## src/rtl/handshake_mem_q.sv

```systemverilog
// Valid/ready request port onto a MEM_DEPTH x DATA_WD word array, with read data
// (and optional write acks) returned in order through an RSP_DEPTH-entry response FIFO.
module handshake_mem_q #(
  parameter int DATA_WD    = 4,
  parameter int ADDR_WD    = 4,
  parameter int MEM_DEPTH  = 16,
  parameter int RSP_DEPTH  = 2,
  parameter int RSP_WR_ACK = 0
) (
  input  logic                           clk,
  input  logic                           rstn,
  input  logic                           valid_in,
  input  logic                           cmd_in,
  input  logic [ADDR_WD-1:0]             addr_in,
  input  logic [DATA_WD-1:0]             data_in,
  output logic                           ready_in,
  output logic                           valid_out,
  output logic                           cmd_out,
  output logic [DATA_WD-1:0]             data_out,
  output logic                           err_out,
  input  logic                           ready_out,
  output logic [$clog2(RSP_DEPTH+1)-1:0] rsp_count
);

  localparam int CNT_W  = $clog2(RSP_DEPTH + 1);
  localparam int PTR_W  = (RSP_DEPTH > 1) ? $clog2(RSP_DEPTH) : 1;
  localparam int MEM_AW = (MEM_DEPTH > 1) ? $clog2(MEM_DEPTH) : 1;

  localparam logic [ADDR_WD:0]  MEM_LIMIT = (ADDR_WD + 1)'(MEM_DEPTH);
  localparam logic [CNT_W-1:0]  CNT_FULL  = CNT_W'(RSP_DEPTH);
  localparam logic [PTR_W-1:0]  PTR_LAST  = PTR_W'(RSP_DEPTH - 1);
  localparam logic              WR_ACK    = (RSP_WR_ACK != 0);

  // Handshake: a request transfers on the rising edge where valid_in & ready_in,
  // a response on the edge where valid_out & ready_out; the producer holds valid
  // and its fields stable until that edge.

  logic [DATA_WD-1:0] mem [MEM_DEPTH];

  logic [DATA_WD-1:0] rsp_data_q [RSP_DEPTH];
  logic               rsp_cmd_q  [RSP_DEPTH];
  logic               rsp_err_q  [RSP_DEPTH];

  logic [PTR_W-1:0] wr_ptr_q, wr_ptr_d;
  logic [PTR_W-1:0] rd_ptr_q, rd_ptr_d;
  logic [CNT_W-1:0] count_q, count_d;

  logic               fire_in;
  logic               fire_out;
  logic               push;
  logic               range_err;
  logic [MEM_AW-1:0]  mem_idx;
  logic [DATA_WD-1:0] push_data;

  // A full FIFO still accepts when the head is leaving this cycle.
  assign ready_in  = (count_q < CNT_FULL) | ready_out;
  assign fire_in   = valid_in & ready_in;
  assign valid_out = (count_q != '0);
  assign fire_out  = valid_out & ready_out;

  assign range_err = ({1'b0, addr_in} >= MEM_LIMIT);
  assign mem_idx   = addr_in[MEM_AW-1:0];
  assign push      = fire_in & (~cmd_in | WR_ACK);
  assign push_data = (cmd_in | range_err) ? '0 : mem[mem_idx];

  always_ff @(posedge clk) begin
    if (fire_in & cmd_in & ~range_err) begin
      mem[mem_idx] <= data_in;
    end
  end

  always_comb begin
    wr_ptr_d = wr_ptr_q;
    rd_ptr_d = rd_ptr_q;
    count_d  = count_q;
    if (push) begin
      wr_ptr_d = (wr_ptr_q == PTR_LAST) ? '0 : wr_ptr_q + PTR_W'(1);
    end
    if (fire_out) begin
      rd_ptr_d = (rd_ptr_q == PTR_LAST) ? '0 : rd_ptr_q + PTR_W'(1);
    end
    case ({push, fire_out})
      2'b10:   count_d = count_q + CNT_W'(1);
      2'b01:   count_d = count_q - CNT_W'(1);
      default: count_d = count_q;
    endcase
  end

  always_ff @(posedge clk or negedge rstn) begin
    if (!rstn) begin
      wr_ptr_q <= '0;
      rd_ptr_q <= '0;
      count_q  <= '0;
    end else begin
      wr_ptr_q <= wr_ptr_d;
      rd_ptr_q <= rd_ptr_d;
      count_q  <= count_d;
    end
  end

  always_ff @(posedge clk or negedge rstn) begin
    if (!rstn) begin
      for (int i = 0; i < RSP_DEPTH; i++) begin
        rsp_data_q[i] <= '0;
        rsp_cmd_q[i]  <= 1'b0;
        rsp_err_q[i]  <= 1'b0;
      end
    end else if (push) begin
      rsp_data_q[wr_ptr_q] <= push_data;
      rsp_cmd_q[wr_ptr_q]  <= cmd_in;
      rsp_err_q[wr_ptr_q]  <= range_err;
    end
  end

  assign cmd_out   = rsp_cmd_q[rd_ptr_q];
  assign data_out  = rsp_data_q[rd_ptr_q];
  assign err_out   = rsp_err_q[rd_ptr_q];
  assign rsp_count = count_q;

`ifndef SYNTHESIS
  a_no_overflow : assert property (@(posedge clk) disable iff (!rstn)
    push |-> ((count_q < CNT_FULL) || fire_out));

  a_rsp_stable : assert property (@(posedge clk) disable iff (!rstn)
    (valid_out && !ready_out) |=> (valid_out && $stable({cmd_out, err_out, data_out})));
`endif

endmodule

```

## config.mk

```make
export PLATFORM = sky130hd
export DESIGN_NAME = handshake_mem_q
export DESIGN_NICKNAME = d
export VERILOG_FILES = /design/src/rtl/handshake_mem_q.sv
export SDC_FILE = /design/constraint.sdc
export NUM_CORES = 1
export LEC_CHECK = 0
export CAP_MARGIN = 20
export CORE_ASPECT_RATIO = 1.2
export CORE_MARGIN = 3
export CORE_UTILIZATION = 30
export DETAILED_ROUTE_END_ITERATION = 8
export PLACE_DENSITY = 0.46
export SLEW_MARGIN = 10
export SYNTH_ARGS = -nofsm -noshare
export SYNTH_HDL_FRONTEND = slang
export SYNTH_SLANG_ARGS = --single-unit
```

## constraint.sdc

```tcl
create_clock -name clk -period 1.7 [get_ports clk]
set_input_delay 0.51 -clock clk [delete_from_list [all_inputs] [get_ports clk]]
set_output_delay 0.51 -clock clk [all_outputs]
set_load 0.05 [all_outputs]
```

; Word-level counts from Yosys, hierarchy flattened
; Memories as Yosys holds them, arrays and structs flattened.
; Cells that the tools add are included.
[op_classes]
n_lt_le_gt_ge = 4
bitwise = 10
n_reduce_logical = 3
muxes = 21
n_addsub = 4
eq_ne = 2
[ops]
columns = operator, count
row1 = 4-bit 2-to-1 mux, 5
row2 = 1-bit 2-to-1 mux, 11
row3 = 8-bit bitwise mux, 1
row4 = 1-bit AND, 4
row5 = 4-bit demux with 1-bit select, 1
row6 = 2-bit greater-or-equal comparator (second input constant), 2
row7 = 1-bit inverter with 2-bit output, 2
row8 = 2-bit case mux with 2 select lines, 1
row9 = 2-bit nonzero test, 2
row10 = 1-bit adder (second input constant), 2
row11 = 2-bit by 1-bit adder with 2-bit output (second input constant), 1
row12 = 2-bit AND, 1
row13 = 2-bit bitwise mux, 1
row14 = 2-bit by 1-bit == test with 1-bit output (second input constant), 1
row15 = 2-bit == test (second input constant), 1
row16 = 2-bit by 1-bit < comparator with 1-bit output (second input constant), 1
row17 = 2-bit < comparator (second input constant), 1
row18 = 2-bit inverter, 1
row19 = 2-bit by 1-bit subtractor with 2-bit output (second input constant), 1
row20 = 1-bit demux with 1-bit select, 1
row21 = 1-bit logical AND, 1
row22 = 1-bit inverter, 1
row23 = 1-bit bitwise OR, 1
[word_totals]
input_bits = 13
n_memories = 1
reg_bits = 16
word_cells = 54
ram_bits = 64
[memory_table]
columns = name, words, word_bits, rd, rd_clocked_by_memory_dff, write_ports, line_no
row1 = mem, 16, 4, 1, 0, 1, 38  ; logic [DATA_WD-1:0] mem [MEM_DEPTH];

; Logic depth before layout (Yosys ltp)
; Gate-level depths: netlist (run 1).
[depth]
depth_word = 7
ltp_mapped = 6

; Least setup slack after synthesis (run 1)
; Ideal clock, no wire load.
[synth_timing]
path_type = reg-to-reg
from = reg count_q[1] (netlist: rsp_count[1])
to = mem mem[0][0], enable pin
required_time_ns = 1.339
setup_time_ns = 0.361
stages_incl_launch_ff = 5
arrival_time_ns = 1.860
setup_slack_ns = -0.521
path_cell_list = dfrtp_1 -> nand2b_1 -> and3_1 -> nand3_1 -> nor3_1
[synth_via]
elab_chain_len = 6
[synth_rtl]
columns = element, line_no
row1 = from (decl), 46  ; logic [CNT_W-1:0] count_q, count_d;
row2 = from (signal assigned), 97  ; count_q <= count_d;
row3 = 2-bit < comparator, 56  ; assign ready_in = (count_q < CNT_FULL) | ready_out;
row4 = 1-bit bitwise OR, 56
row5 = via ready_in, 16  ; output logic ready_in,
row6 = 1-bit AND, 57  ; assign fire_in = valid_in & ready_in;
row7 = 1-bit AND, 67  ; if (fire_in & cmd_in & ~range_err) begin
row8 = 1-bit 2-to-1 mux, 67
row9 = 1-bit 2-to-1 mux (not written as such), 68  ; mem[mem_idx] <= data_in;
row10 = to (decl), 38
; The timed path passes the listed nets, and every way through them passes these cells.

; Final worst setup path (run 1)
[layout_timing]
from = reg rd_ptr_q
to = out cmd_out
[layout_via]
elab_chain_len = 4
[layout_rtl]
columns = element, line_no
row1 = from (decl), 45  ; logic [PTR_W-1:0] rd_ptr_q, rd_ptr_d;
row2 = from (signal assigned), 96  ; rd_ptr_q <= rd_ptr_d;
row3 = 1-bit inverter with 2-bit output (not written as such), 115  ; assign cmd_out = rsp_cmd_q[rd_ptr_q];
row4 = 1-bit 2-to-1 mux (not written as such) (3 in a row), 115
row5 = to (decl), 18  ; output logic cmd_out,
; Every way passes these cells. The select of a mux whose other input is x is not followed.

==> metrics.txt, run 1 <==
# TYPE chip_impl_metric gauge
chip_impl_metric{name="arrival_time_worst_endpoint",unit="ns"} 1.30
chip_impl_metric{name="global_route_wire_length_before_repair",unit="um"} 10600
chip_impl_metric{name="async_reset_ff_frac",unit=""} 0.200
chip_impl_info{name="most_frequent_cell_after_synthesis",value="sky130_fd_sc_hd__edfxtp_1"} 1
chip_impl_metric{name="synth.avg_cell_area",unit="um^2"} 17.9
chip_impl_metric{name="synth_enable_flop_cells",unit=""} 64
chip_impl_metric{name="residual_drc_count",unit=""} 0
chip_impl_info{name="violations",value="setup timing"} 1
chip_impl_metric{name="clock_slew_at_reported_path_ffs",unit="ns"} 0.06
chip_impl_metric{name="num_io_pins",unit=""} 23
chip_impl_metric{name="timing.clock.skew",unit="ns"} 0.00550
chip_impl_info{name="worst_hold_path_type",value="flip-flop to flip-flop"} 1
chip_impl_metric{name="ys_seq_area_frac",unit=""} 0.708
chip_impl_metric{name="ff_latch_count_synth",unit=""} 80
chip_impl_metric{name="final.setup.worst_slack",unit="ns"} -0.109
chip_impl_metric{name="cp_slowest_stage_delay",unit="ns"} 0.49
chip_impl_metric{name="final_gp_congestion",unit=""} 0.737
chip_impl_metric{name="postSynthNetCount",unit=""} 197
chip_impl_info{name="timing_worst_setup_path_type",value="flip-flop to output pin"} 1
chip_impl_metric{name="maxSlewHeadroom",unit=""} 0.807
chip_impl_metric{name="setup-violations-final",unit=""} 6
chip_impl_metric{name="pre_cts_ws",unit="ns"} -0.785
chip_impl_metric{name="finalNetCount",unit=""} 270
chip_impl_metric{name="drive_gt1_frac",unit=""} 0.517
chip_impl_metric{name="drt-initial-drc-count",unit=""} 108
chip_impl_metric{name="cts_buffers",unit=""} 9
chip_impl_metric{name="hold_viol",unit=""} 0
chip_impl_metric{name="die-height",unit="um"} 121
chip_impl_metric{name="cap_viol_max_count",unit=""} 0
chip_impl_metric{name="viasPerCell",unit=""} 4.73
chip_impl_metric{name="power_density",unit="nW/um^2"} 1320
chip_impl_metric{name="floorplan.die_area",unit="um^2"} 12200
chip_impl_metric{name="routedWlPerCell",unit="um"} 17.2
chip_impl_metric{name="max-clock-path-buffers",unit=""} 2
chip_impl_info{name="netlist_top_cells_count",value="sky130_fd_sc_hd__edfxtp_1, sky130_fd_sc_hd__mux2_2, sky130_fd_sc_hd__dfrtp_1, sky130_fd_sc_hd__nor2_1, sky130_fd_sc_hd__o22ai_1"} 1
chip_impl_metric{name="grt_overflow",unit=""} 0
chip_impl_metric{name="post-route-period-util",unit=""} 1.06
chip_impl_metric{name="syn-instance-count",unit=""} 183
chip_impl_info{name="yosys_most_used_dff",value="sky130_fd_sc_hd__edfxtp_1"} 1
chip_impl_info{name="critPathCaptureType",value="output pin"} 1
chip_impl_info{name="critical_path_source_type",value="flip-flop"} 1
chip_impl_metric{name="numClockSinks",unit=""} 80
chip_impl_metric{name="final_max_slew_viol_count",unit=""} 0
chip_impl_metric{name="fp.coreArea",unit="um^2"} 10600
chip_impl_metric{name="wl",unit="um"} 6730
chip_impl_metric{name="vdd_ir_drop_max",unit="uV"} 486
chip_impl_metric{name="start_util",unit=""} 0.309
chip_impl_metric{name="buffer_ports.inserted",unit=""} 22
chip_impl_metric{name="antenna_found_initial",unit=""} 0
chip_impl_info{name="synth.largest_area_cell",value="sky130_fd_sc_hd__edfxtp_1"} 1
chip_impl_metric{name="final_area",unit="um^2"} 4510
chip_impl_metric{name="final_antenna_net_count",unit=""} 0
chip_impl_info{name="tritoncts",value="done"} 1
chip_impl_metric{name="placed_area",unit="um^2"} 3980
chip_impl_metric{name="synthDominantCellAreaShare",unit=""} 0.586
chip_impl_metric{name="grt_max_degree",unit=""} 17
chip_impl_metric{name="actual_slew_at_the_worst_max_slew_pin",unit="ns"} 0.289
chip_impl_metric{name="area_growth_syn_to_layout",unit="%"} 37.6
chip_impl_metric{name="distinct_cell_type_count_of_the_synthesized_netlist",unit=""} 29
chip_impl_metric{name="htree_levels",unit=""} 3
chip_impl_metric{name="power_leakage",unit="nW"} 1.70
chip_impl_metric{name="globalRouteTotalUtil",unit=""} 0.120
chip_impl_info{name="result_of_the_run",value="finished with violations"} 1
chip_impl_info{name="cts_root_buf",value="sky130_fd_sc_hd__clkbuf_16"} 1
chip_impl_metric{name="num_rows",unit=""} 41
chip_impl_metric{name="total_vias_in_the_final_route",unit=""} 1844
chip_impl_metric{name="yosys_warnings",unit=""} 0
chip_impl_metric{name="clk-insertion-delay-late",unit="ns"} 0.33
chip_impl_metric{name="detailed_place_hpwl",unit="um"} 4670
chip_impl_metric{name="detailedRoute.firstPassIterationCount",unit=""} 4
chip_impl_info{name="cpMaxStageDelayCell",value="sky130_fd_sc_hd__dfrtp_2"} 1
chip_impl_metric{name="number_of_global_route_vias_before_repair",unit=""} 1957
chip_impl_info{name="ys_top_cells_by_area",value="sky130_fd_sc_hd__edfxtp_1, sky130_fd_sc_hd__dfrtp_1, sky130_fd_sc_hd__mux2_2"} 1
chip_impl_metric{name="worstPathRequired",unit="ns"} 1.19
chip_impl_metric{name="die_width",unit="um"} 101
chip_impl_metric{name="maxClockFrequency",unit="MHz"} 553
chip_impl_metric{name="final_core_util",unit=""} 0.425
chip_impl_metric{name="crit_fanout",unit=""} 7
chip_impl_info{name="cp_cell_sequence",value="mux2_4, buf_6"} 1
chip_impl_metric{name="diodes",unit=""} 0
chip_impl_metric{name="final.min_clock_period",unit="ns"} 1.81
chip_impl_metric{name="synth.cell_area",unit="um^2"} 3280
chip_impl_metric{name="total_power",unit="mW"} 5.96
chip_impl_info{name="grt_setup_unrepaired",value="yes"} 1
==> final cells by class <==
cell class                      instances  area [um^2]
Clock buffer                           12          246
Clock inverter                          4         45.0
Fill cell                             938         6100
Inverter                                2         8.76
Multi-Input combinational cell         93         1030
Sequential cell                        80         2330
Tap cell                              129          161
Timing Repair Buffer                   70          698
==> power breakdown <==
| group | internal [mW] | switching, mW |
|---|---|---|
| Combinational | 0.874 | 0.811 |
| Sequential | 2.29 | 0.125 |
| Clock | 1.17 | 0.690 |
| Total | 4.33 | 1.63 |
==> flip-flops by register name (all words and copies together), names as in the netlist <==
signal      count
rsp_cmd_q       2
wr_ptr_q        1
rsp_data_q      8
rsp_count       2
rsp_err_q       2
rd_ptr_q        1
mem            64
==> final timing paths <==
path	start	end	slack, ns	depth (start not counted)
worst max-delay path	rd_ptr_q	cmd_out	-0.11	2
worst min-delay path	rsp_err_q[0]	rsp_err_q[0]	0.49	1
worst max register to register	rsp_count[1]	mem[2][3]	0.09	6
worst min register to register	rsp_err_q[0]	rsp_err_q[0]	0.49	1
max in group asynchronous	rstn	rd_ptr_q	1.00	2
min in group asynchronous	rstn	wr_ptr_q	0.50	2
==> cells in the final DEF, fill, tap and decap left out, types with 3 or more instances in the layout <==
master and count:
sky130_fd_sc_hd__clkdlybuf4s50_1 5, sky130_fd_sc_hd__dfrtp_2 3, sky130_fd_sc_hd__nor3_2 3, sky130_fd_sc_hd__mux2_4 8
sky130_fd_sc_hd__mux2_2 14, sky130_fd_sc_hd__buf_6 11, sky130_fd_sc_hd__clkbuf_16 9, sky130_fd_sc_hd__mux2i_2 3
sky130_fd_sc_hd__buf_4 40, sky130_fd_sc_hd__o22ai_2 6, sky130_fd_sc_hd__dfrtp_1 13, sky130_fd_sc_hd__clkinv_2 4
sky130_fd_sc_hd__edfxtp_1 64, sky130_fd_sc_hd__dlymetal6s2s_1 3, sky130_fd_sc_hd__xnor2_1 3, sky130_fd_sc_hd__nor2_1 13
sky130_fd_sc_hd__mux4_2 11, sky130_fd_sc_hd__buf_12 7
==> critical path: cells and delay by family (launching register included) <==
kind	cells	cell delay, ns
DFF	1	0.49
buffers and inverters	1	0.15
muxes	1	0.33
==> cell families (layout without fill, tap and decap cells) <==
group,Yosys count,count (layout),synth area share
AOI/OAI and AO/OA,12,12,0.0214
xor gates and xnor gates,5,5,0.0133
adders and majority gates,1,1,0.00381
buffers and inverters,10,88,0.0191
DFF,80,80,0.708
muxes,38,38,0.178
and+or+nand+nor,37,37,0.0568
==> timing repair <==
action | in CTS | in global routing
hold buffers | 0 | 0
endpoints found under the hold margin | 0 | 0
resized for setup | 43 | 24
endpoints found under the setup margin | 81 | 48
buffers inserted | 4 | 4
gates cloned | 1 | 0
pin swaps | 6 | 5
==> metal layers <==
metal,part of all wire,global-route usage,vias up
met3,0.035,0.0323,10
met4,0.017,0.0557,0
met5,0,0,-
met2,0.53,0.200,32
li1,-,-,857
met1,0.42,0.145,945
==> per-stage QoR <==
stage	hold WS (ns)	setup TNS, ns	std cells
2_1_floorplan	0.214	-0.402	183
3_3_place_gp	0.464	-39.75	365
3_5_place_dp	0.474	-38.19	365
4_1_cts	0.488	-0.861	386
5_1_grt	0.518	-0.909	390
6_report	0.488	-0.644	390
Note: power is estimated with default switching activity, not from simulation.
==> run 2: changes to the inputs <==
Settings changed: CAP_MARGIN 20 to 25.
==> results of run 2 <==
Final layout, timing and power as in run 1 (identical DEF).
==> run 3: changes to the inputs <==
Settings changed: PLACE_DENSITY 0.46 to 0.55, SETUP_SLACK_MARGIN set to 0.05.
==> metrics.txt, run 3 (same netlist as run 1, synthesis figures left out) <==
# TYPE chip_impl_metric gauge
chip_impl_info{name="result_of_the_run",value="finished with violations"} 1
chip_impl_info{name="violations",value="setup timing"} 1
chip_impl_metric{name="final.min_clock_period",unit="ns"} 1.81
chip_impl_info{name="most-common-layout-cells",value="sky130_fd_sc_hd__edfxtp_1, sky130_fd_sc_hd__buf_4, sky130_fd_sc_hd__buf_6"} 1
chip_impl_metric{name="final_gp_congestion",unit=""} 0.748
chip_impl_metric{name="cap_viol_max_count",unit=""} 0
chip_impl_metric{name="grt_overflow",unit=""} 0
chip_impl_info{name="reg_top3",value="mem (64), rsp_data_q (8)"} 1
chip_impl_info{name="cpMaxStageDelayCell",value="sky130_fd_sc_hd__dfrtp_2"} 1
chip_impl_metric{name="cp_slowest_stage_delay",unit="ns"} 0.49
chip_impl_metric{name="antenna_found_initial",unit=""} 0
chip_impl_metric{name="vdd_ir_drop_max",unit="uV"} 481
chip_impl_metric{name="diodes",unit=""} 0
chip_impl_metric{name="viasPerCell",unit=""} 4.73
chip_impl_metric{name="buffer_ports.inserted",unit=""} 22
chip_impl_metric{name="finalNonFillerCells",unit=""} 381
chip_impl_metric{name="total_vias_in_the_final_route",unit=""} 1801
chip_impl_metric{name="detailed_place_hpwl",unit="um"} 4500
chip_impl_metric{name="die-height",unit="um"} 121
chip_impl_metric{name="start_util",unit=""} 0.309
chip_impl_metric{name="final_max_slew_viol_count",unit=""} 0
chip_impl_info{name="cp_cell_sequence",value="mux2_4, buf_6"} 1
chip_impl_metric{name="die_width",unit="um"} 101
chip_impl_metric{name="final.setup.worst_slack",unit="ns"} -0.111
chip_impl_info{name="critical_path_source_type",value="flip-flop"} 1
chip_impl_metric{name="htree_levels",unit=""} 3
chip_impl_metric{name="worstPathRequired",unit="ns"} 1.19
chip_impl_metric{name="setup-violations-final",unit=""} 7
chip_impl_metric{name="area_growth_syn_to_layout",unit="%"} 37.8
chip_impl_metric{name="fill_cell_total_of_the_finished_layout",unit=""} 943
chip_impl_info{name="critPathCaptureType",value="output pin"} 1
chip_impl_metric{name="maxSlewHeadroom",unit=""} 0.754
chip_impl_metric{name="clock_slew_at_reported_path_ffs",unit="ns"} 0.06
chip_impl_metric{name="hold_viol",unit=""} 0
chip_impl_info{name="regMostFlops",value="mem"} 1
chip_impl_metric{name="grt_max_degree",unit=""} 17
chip_impl_metric{name="maxClockFrequency",unit="MHz"} 552
chip_impl_metric{name="power_density",unit="nW/um^2"} 1310
chip_impl_metric{name="max_ffs_per_register",unit=""} 64
chip_impl_metric{name="timing.clock.skew",unit="ns"} 0.00954
chip_impl_metric{name="wl",unit="um"} 6880
chip_impl_metric{name="finalNetCount",unit=""} 261
chip_impl_metric{name="num_rows",unit=""} 41
chip_impl_metric{name="globalRouteTotalUtil",unit=""} 0.123
chip_impl_metric{name="actual_slew_at_the_worst_max_slew_pin",unit="ns"} 0.368
chip_impl_metric{name="clk-insertion-delay-late",unit="ns"} 0.33
chip_impl_metric{name="fp.coreArea",unit="um^2"} 10600
chip_impl_metric{name="place.detailed.instances",unit=""} 356
chip_impl_info{name="timing_worst_setup_path_type",value="flip-flop to output pin"} 1
chip_impl_metric{name="global_route_wire_length_before_repair",unit="um"} 11000
chip_impl_metric{name="numClockSinks",unit=""} 80
chip_impl_metric{name="arrival_time_worst_endpoint",unit="ns"} 1.30
chip_impl_metric{name="cts_buffers",unit=""} 9
chip_impl_metric{name="number_of_global_route_vias_before_repair",unit=""} 1965
chip_impl_info{name="worst_hold_path_type",value="flip-flop to flip-flop"} 1
chip_impl_metric{name="power_leakage",unit="nW"} 1.64
chip_impl_metric{name="hold_buffers",unit=""} 0
chip_impl_info{name="layout.cells.most_common",value="sky130_fd_sc_hd__edfxtp_1"} 1
chip_impl_metric{name="floorplan.die_area",unit="um^2"} 12200
chip_impl_metric{name="drt-initial-drc-count",unit=""} 104
chip_impl_metric{name="crit_fanout",unit=""} 7
chip_impl_metric{name="residual_drc_count",unit=""} 0
chip_impl_metric{name="routedWlPerCell",unit="um"} 18.1
chip_impl_metric{name="drive_gt1_frac",unit=""} 0.536
chip_impl_metric{name="final_core_util",unit=""} 0.426
chip_impl_metric{name="final_antenna_net_count",unit=""} 0
chip_impl_metric{name="max-clock-path-buffers",unit=""} 2
chip_impl_metric{name="detailedRoute.firstPassIterationCount",unit=""} 4
chip_impl_metric{name="post-route-period-util",unit=""} 1.07
chip_impl_info{name="tritoncts",value="done"} 1
chip_impl_metric{name="num_io_pins",unit=""} 23
chip_impl_info{name="grt_setup_unrepaired",value="yes"} 1
chip_impl_info{name="cts_root_buf",value="sky130_fd_sc_hd__clkbuf_16"} 1
run 3: changes by cell type in the layout (fill, tap and decap cells not counted), moves of 4 or more:
cell,delta
sky130_fd_sc_hd__buf_4,-14
sky130_fd_sc_hd__clkinv_2,-4
sky130_fd_sc_hd__nor2_4,+5
sky130_fd_sc_hd__buf_6,+5
sky130_fd_sc_hd__nor2_2,+6
sky130_fd_sc_hd__nor2_1,-11
run 3: layer usage:
metal,routed length [um],GRT usage
met1,2950,0.154
met2,3550,0.199
met3,251,0.0369
met4,132,0.0466
met5,0,0
run 3: repair_timing:
item,in CTS,in global routing
resized for setup,68,11
pin swaps,10,3
setup buffers,7,1
cloned,2,0
setup endpoints to repair,81,76
run 3: power breakdown:
part,internal (mW),switching [mW]
clock,1.03,0.735
combinational,0.883,0.820
sequential,2.29,0.143
run 3: area by class of cell:
class | count | area [um^2] | area share
multi-input cells | 93 | 1110 | 0.245
clock buffers | 12 | 246 | 0.0545
inverters | 2 | 7.51 | 0.00166
well taps | 129 | 161 | 0.0357
clock inverters | 4 | 28.8 | 0.00636
flip-flops and latches | 80 | 2330 | 0.514
repair buffers | 61 | 642 | 0.142
run 3: final timing paths:
check / startpoint / to / slack, ns / depth (start not counted)
min in group asynchronous: rstn / rsp_data_q[3] / 0.51 / 2
worst min-delay path: rsp_err_q[0] / rsp_err_q[0] / 0.49 / 1
max in group asynchronous: rstn / rd_ptr_q / 0.99 / 2
worst min register to register: rsp_err_q[0] / rsp_err_q[0] / 0.49 / 1
worst max register to register: rsp_count[1] / mem[3][1] / 0.06 / 7
worst max-delay path: rd_ptr_q / data_out[2] / -0.11 / 2
run 3: worst max-delay path: cells and delay by family, from the launching register on:
kind | cells | cell delay [ns]
buffers and inverters | 1 | 0.15
flip-flops | 1 | 0.49
multiplexers | 1 | 0.33
run 3: per-stage QoR:
stage	power (mW)	setup WS [ns]	hold slack, ns	instance area [um^2]	TNS, ns
after global placement	3.84	-0.732	0.465	3950	-41.77
after CTS	5.94	-0.123	0.495	4490	-0.941
final	5.90	-0.111	0.490	4520	-0.705
after global routing	6.14	-0.140	0.511	4520	-0.936
after detailed placement	3.85	-0.777	0.472	3950	-41.82
after floorplan	3.33	-0.0804	0.214	3390	-1.24
